--- src/rtl/rol_seq.sv ---
// Multi-cycle rotate-left unit: rotates Rb left by Rc[4:0] one bit per clock,
// with a start/busy/done handshake and a registered result on Ra.
module rol_seq #(
  parameter int WIDTH = 32
) (
  input  logic             clk,
  input  logic             clr,
  input  logic             start,
  input  logic [WIDTH-1:0] Rb,
  input  logic [4:0]       Rc,
  output logic [WIDTH-1:0] Ra,
  output logic             busy,
  output logic             done
);

  typedef enum logic [1:0] {
    IDLE   = 2'd0,
    ROTATE = 2'd1,
    DONE   = 2'd2
  } state_t;

  state_t           state, state_nxt;
  logic [WIDTH-1:0] data, data_nxt;
  logic [4:0]       cnt, cnt_nxt;
  logic [WIDTH-1:0] ra_nxt;

  function automatic logic [WIDTH-1:0] rol1(input logic [WIDTH-1:0] v);
    return {v[WIDTH-2:0], v[WIDTH-1]};
  endfunction

  always_ff @(posedge clk) begin
    if (clr) begin
      state <= IDLE;
      data  <= '0;
      cnt   <= '0;
      Ra    <= '0;
    end else begin
      state <= state_nxt;
      data  <= data_nxt;
      cnt   <= cnt_nxt;
      Ra    <= ra_nxt;
    end
  end

  // A zero count bypasses ROTATE so the identity result still takes one cycle.
  always_comb begin
    state_nxt = state;
    data_nxt  = data;
    cnt_nxt   = cnt;
    ra_nxt    = Ra;
    case (state)
      IDLE: begin
        if (start) begin
          data_nxt = Rb;
          cnt_nxt  = Rc;
          if (Rc == 5'd0) begin
            ra_nxt    = Rb;
            state_nxt = DONE;
          end else begin
            state_nxt = ROTATE;
          end
        end
      end
      ROTATE: begin
        data_nxt = rol1(data);
        cnt_nxt  = cnt - 5'd1;
        if (cnt == 5'd1) begin
          ra_nxt    = rol1(data);
          state_nxt = DONE;
        end
      end
      DONE:    state_nxt = IDLE;
      default: state_nxt = IDLE;
    endcase
  end

  assign busy = (state != IDLE);
  assign done = (state == DONE);

endmodule

--- config.mk ---
export PLATFORM = sky130hd
export DESIGN_NAME = rol_seq
export DESIGN_NICKNAME = d
export VERILOG_FILES = /design/src/rtl/rol_seq.sv
export SDC_FILE = /design/constraint.sdc
export NUM_CORES = 1
export LEC_CHECK = 0
export ABC_AREA = 1
export CAP_MARGIN = 20
export CORE_MARGIN = 1
export CORE_UTILIZATION = 35
export CTS_CLUSTER_DIAMETER = 80
export CTS_CLUSTER_SIZE = 8
export DETAILED_ROUTE_END_ITERATION = 8
export GPL_TIMING_DRIVEN = 1
export PLACE_DENSITY = 0.64
export SLEW_MARGIN = 20
export SYNTH_ARGS = -nofsm -noshare
export SYNTH_HDL_FRONTEND = slang
export SYNTH_SLANG_ARGS = --single-unit
export TNS_END_PERCENT = 20
--- constraint.sdc ---
create_clock -name clk -period 1.4 [get_ports clk]
set_input_delay 0.28 -clock clk [delete_from_list [all_inputs] [get_ports clk]]
set_output_delay 0.28 -clock clk [all_outputs]
set_load 0.01 [all_outputs]
After elaboration in Yosys (flattened, before gate mapping)
Index checks and enable logic that the tools add are counted.

Output and inout bits: 34. Logic and storage cells: 30. Register bits: 71. Input bits: 40.

$add $sub $neg: 1. Reduce and logical (&&, ||, !) cells: 7. Eq/ne operators: 6. Multiplexer cells: 12.

Operator list (number): $mux 32 (4); $pmux 32 s2 (2); $pmux 5 s2 (1); $mux 2 (3); $ne 2x2->1 const B (3); $eq 5x1->1 const B (1); $logic_not 5->1 (1); $mux 5 (1); $sub 5x1->5 const B (1); $pmux 2 s2 (1); $reduce_and 2->1 (2); $reduce_and 4->1 (1); $reduce_bool 2->1 (2); $eq 2x1->1 const B (1); $eq 2x2->1 const B (1); $logic_not 2->1 (1).

Depth between registers and ports, before layout
Depth after elaboration: 4. Gate-level depth with buffers: 11. Gate-level depth less buffers: 10.

Least setup slack after synthesis
No wires, ideal clock.

Kind: reg2reg. From: reg cnt[1]. To: reg Ra[0]. Arrival: 1.243 ns. Clock period less this slack: 1.356 ns. Path slack: 0.044 ns. Stages on the path, launching flop included: 11. Setup time: 0.113 ns. Data required time: 1.287 ns. Path buffers: 1. Path through: dfxtp_1 -> inv_1 -> ha_1 -> inv_1 -> nor2_1 -> nand2_1 -> nand2_2 -> clkbuf_1 -> nand4_1 -> nand2_1 -> nor2_1.

Cells in the longest elaborated chain, start to end: 3.

RTL lines: start, declared (RTL line 24) `logic [4:0] cnt, cnt_nxt;`; start signal, assigned (RTL line 40) `cnt <= cnt_nxt;`; $eq 5x1->1 (RTL line 67) `if (cnt == 5'd1) begin`; $ne 2x2->1 (no source line); $reduce_and 4->1 (no source line); end signal, assigned (RTL line 41) `Ra <= ra_nxt;`; end, declared (RTL line 11) `output logic [WIDTH-1:0] Ra,`.

Every way passes these cells. A chain may end at the register's enable or synchronous reset.

Worst setup path in the final report
From: reg cnt[1]. To: reg Ra[1].

Same word-level chain as after synthesis.

==> impl.org <==
** Pwr
- Leakage component of the power :: 2.39 nW
- The internal portion of the total power is 4.33 mW.
- Power spread over the standard cell area amounts to 1310 nW/um2.
- Of the total power, registers draw 0.388.
- Maximum resistive drop on vdd :: 0.000728 V
- Comb pwr share :: 0.293
- Portion of total power attributed to the clock network :: 0.319
- Design Power :: 6.32 mW
- Switching power as a share of total power :: 0.315
- For this design the total switching power over the nets is 1.99 mW.

** Setup path
- Of all nets on the critical path, the largest fanout is 6.
- The setup check on the worst reg-to-reg path leaves a slack of -0.13 ns.
- STA classifies the critical path startpoint as a flop.
- The worst setup path is captured at a flop.
- Worst endpoint data arrival time :: 1.82 ns
- Worst reg2reg path startpoint :: cnt[1]
- The worst setup path is of the reg2reg kind.
- In this run the critical register-to-register path is captured at Ra[1].
- For the worst setup path, the data required time is 1.69 ns.
- Worst reg2reg path depth :: 12

** Logic synthesis
- The commonest cells after synthesis are 114 x sky130_fd_sc_hd__nand2_1, 73 x sky130_fd_sc_hd__nor2_1, 72 x sky130_fd_sc_hd__inv_1.
- Most used standard cell by instance count after synthesis :: sky130_fd_sc_hd__nand2_1
- After synthesis, the mean cell area works out to 6.54 um2.
- The share of the Yosys chip area taken by registers is 0.414.
- Share of async-settable or async-resettable flops after synthesis :: 0
- Primary FF master, synth :: sky130_fd_sc_hd__dfxtp_1
- Gate Count Post-Synth :: 525
- Area fraction of the dominant cell type after synthesis :: 0.414
- In the post-synthesis netlist, the biggest area contributors are sky130_fd_sc_hd__dfxtp_1 41%, sky130_fd_sc_hd__nand2_1 12%, sky130_fd_sc_hd__nor2_1 8.0%, sky130_fd_sc_hd__inv_1 7.9%, sky130_fd_sc_hd__nand4_1 5.8%.
- When the netlist entered floorplanning its net count stood at 567.
- After synthesis the netlist holds a flip-flop and latch count of 71.
- Count of flip-flops with a built-in enable after synthesis :: 0
- Count of yosys warnings during synthesis :: 0
- Yosys mapped the design onto 22 distinct sky130hd cell types.
- Cell taking the most area after synthesis :: sky130_fd_sc_hd__dfxtp_1
- Netlist area before placement :: 3430 um2

** Global routing
- The first global-routing pass estimated 14500 um of wire.
- Via count of the first global-routing pass :: 3314
- Overall Global Routing Usage :: 0.179
- Pin count of the biggest net entering global routing :: 55
- Global routing finished with a remaining overflow of 0.
- Number of antenna violations at the first check in global routing :: 0

** Timing
- Slew headroom :: 0.763
- Across the routed clock network, the largest skew measured is 0.0109 ns.
- The total count of max-transition violations in the final report was 0.
- Setup violations remaining at the end of the flow were counted as 32.
- Setup repair after global routing could not meet its margin everywhere.
- Hold slack final :: 0.473 ns
- Final setup margin :: -0.134 ns
- For the pin with the worst max-slew slack, the measured transition is 0.355 ns.
- For the finished layout, the period the worst path requires is 1.53 ns.
- Of the available clock period, the critical path in the final layout requires 1.10.
- Static timing analysis puts the maximum clock frequency at 0.652 GHz.
- The number of hold-slack violations in the final timing report came to 0.

** Cells and area
- Fill cells in the final layout number 988.
- Of the cells placed in the final design, the portion with a size suffix greater than 1 is 0.124.
- Relative area change from synthesis to final layout :: 40.5%
- Total inserted antenna cells :: 0
- For this run, the post-layout net count is 648.
- At the end of the flow the core is filled with cells to 0.515.

** Min path
- The path with the worst hold slack has its endpoint at Ra[24].
- Min-Delay Startpoint :: Ra[24]
- Hold Crit Depth :: 2
- Hold/Removal Path Class :: reg2reg

** Detailed routing
- Total via count in the routed design :: 3468
- Number of vias per cell after detailed routing :: 4.69
- The count of nets left with antenna violations once routing finished came out at 0.
- For this block, the initial DRC count from the detailed router was 83.
- Detailed-route wire length per cell :: 12.2 um
- For this run, the detailed router's first-pass iteration total came to 4.
- Detailed Route WL :: 9010 um
- Number of DRC violations after detailed routing :: 0

** Clocking
- Clock-pin transition on the worst setup and hold timing paths :: 0.08 ns
- Counting the buffers created by CTS gives 9.
- CTS tree :: yes
- CTS built an H-tree with a depth of 3.
- At the later pin of the worst-skew pair, clock insertion delay measures 0.35 ns.
- CTS placed an instance of sky130_fd_sc_hd__clkbuf_8 at the clock tree root.
- The clock passes through at most 2 buffers.
- The clock net in this run drives a total of 71 sinks.

** Place
- Number of buffers added on ports :: 73
- Placer congestion estimate :: 0.763
- Setup WS pre-CTS :: -0.269 ns
- Post-DP HPWL :: 5600 um

** Status
- The checks that failed: negative setup slack.
- Result of the run :: finished with violations

** Floorplan
- In this run the horizontal extent of the chip is 101 um.
- The core region is 9370 um2.
- 74 I/O pins were placed.
- The floorplan step defined a die boundary enclosing 10200 um2.
- For this configuration, the core starts out at a cell density of 0.366.
- After floorplanning, the core was divided into 35 placement rows.
- From bottom edge to top edge, the die measures 101 um.

** Job
- The tool flagged a number of max-cap violations equal to 0.
-- metrics by stage --
stage | instances | setup TNS [ns] | instance area (um2)
floorplan | 525 | 0 | 3430
finish | 740 | -3.31 | 4820
CTS | 734 | -1.43 | 4680
global route | 740 | -6.45 | 4820
detailed placement | 718 | -11.42 | 4470
global placement | 718 | -10.30 | 4470
-- power by group through the flow --
stage,Combinational (mW),Clock [mW],Sequential [mW]
after detailed placement,1.81,0,2.49
after CTS,1.73,2.06,2.45
after floorplan,1.02,0,2.52
after global routing,2.07,2.13,2.49
after global placement,1.78,0,2.49
final,1.85,2.02,2.45
-- placed cells by master, fill, tap and decap left out, drive strengths merged --
master / synthesis / layout
xnor2: 1 / 1
o211ai: 1 / 1
nand3b: 2 / 2
clkdlybuf4s50: 0 / 39
nand4: 32 / 32
buf: 14 / 32
o21ai: 36 / 36
nor2: 75 / 75
inv: 75 / 75
nand2: 118 / 118
nor3: 1 / 1
clkinv: 0 / 4
nand3: 37 / 37
a21oi: 37 / 37
bufinv: 0 / 3
ha: 2 / 2
dlygate4sd2: 0 / 32
dfxtp: 71 / 71
clkbuf: 23 / 13
-- worst max-delay path: stages, from the launching register on --
cell	delay, ns
sky130_fd_sc_hd__dfxtp_2	0.33
sky130_fd_sc_hd__inv_2	0.07
sky130_fd_sc_hd__ha_4	0.12
sky130_fd_sc_hd__inv_2	0.03
sky130_fd_sc_hd__nor2_2	0.11
sky130_fd_sc_hd__nand2_2	0.09
sky130_fd_sc_hd__nand2_4	0.10
sky130_fd_sc_hd__nand2_4	0.06
sky130_fd_sc_hd__nor2_4	0.12
sky130_fd_sc_hd__buf_12	0.15
sky130_fd_sc_hd__clkbuf_16	0.15
sky130_fd_sc_hd__nor2_1	0.04
sky130_fd_sc_hd__nor2_1	0.09
-- registers in the layout, summed over array words and instances (netlist names) --
| register | cells |
|---|---|
| state | 2 |
| cnt | 5 |
| Ra | 32 |
| data | 32 |
-- worst max path at each step --
stage                       from      to  cells past startpoint
after detailed placement   start  Ra[13]                      8
after global placement     Rc[1]  Ra[27]                      8
final                     cnt[1]   Ra[1]                     12
after CTS                 cnt[1]  Ra[15]                     11
after global routing      cnt[1]  Ra[27]                     12
after floorplan           cnt[1]   Ra[0]                     10
-- repair_timing --
item                       CTS  global route
hold buffers                 0             0
gates resized for setup     41            16
gates cloned                 0             4
setup buffers                0             2
setup endpoints to repair   66            37
pin swaps                    2            26
-- routing by layer --
layer	vias up	part of all wire	track usage
met3	6	0.044	0.0388
met2	81	0.49	0.311
met5	-	0	0
met4	0	0.0078	0.0624
li1	1829	-	-
met1	1552	0.46	0.216
-- layout make-up --
cell class	instances	area (um2)	share of cell area
Clock buffer	9	124	0.0257
Clock inverter	7	121	0.0252
Inverter	75	282	0.0584
Multi-Input combinational cell	342	1600	0.332
Sequential cell	71	1430	0.296
Tap cell	129	161	0.0335
Timing Repair Buffer	107	1100	0.229
-- logic make-up after synthesis --
group,after synthesis,synth area share
AOI/OAI and AO/OA,74,0.109
buffers and inverters,112,0.131
adders and majority gates,2,0.00729
DFF,71,0.414
and+or+nand+nor,265,0.336
xor gates and xnor gates,1,0.00255
Power figures use the tool's default switching activity.
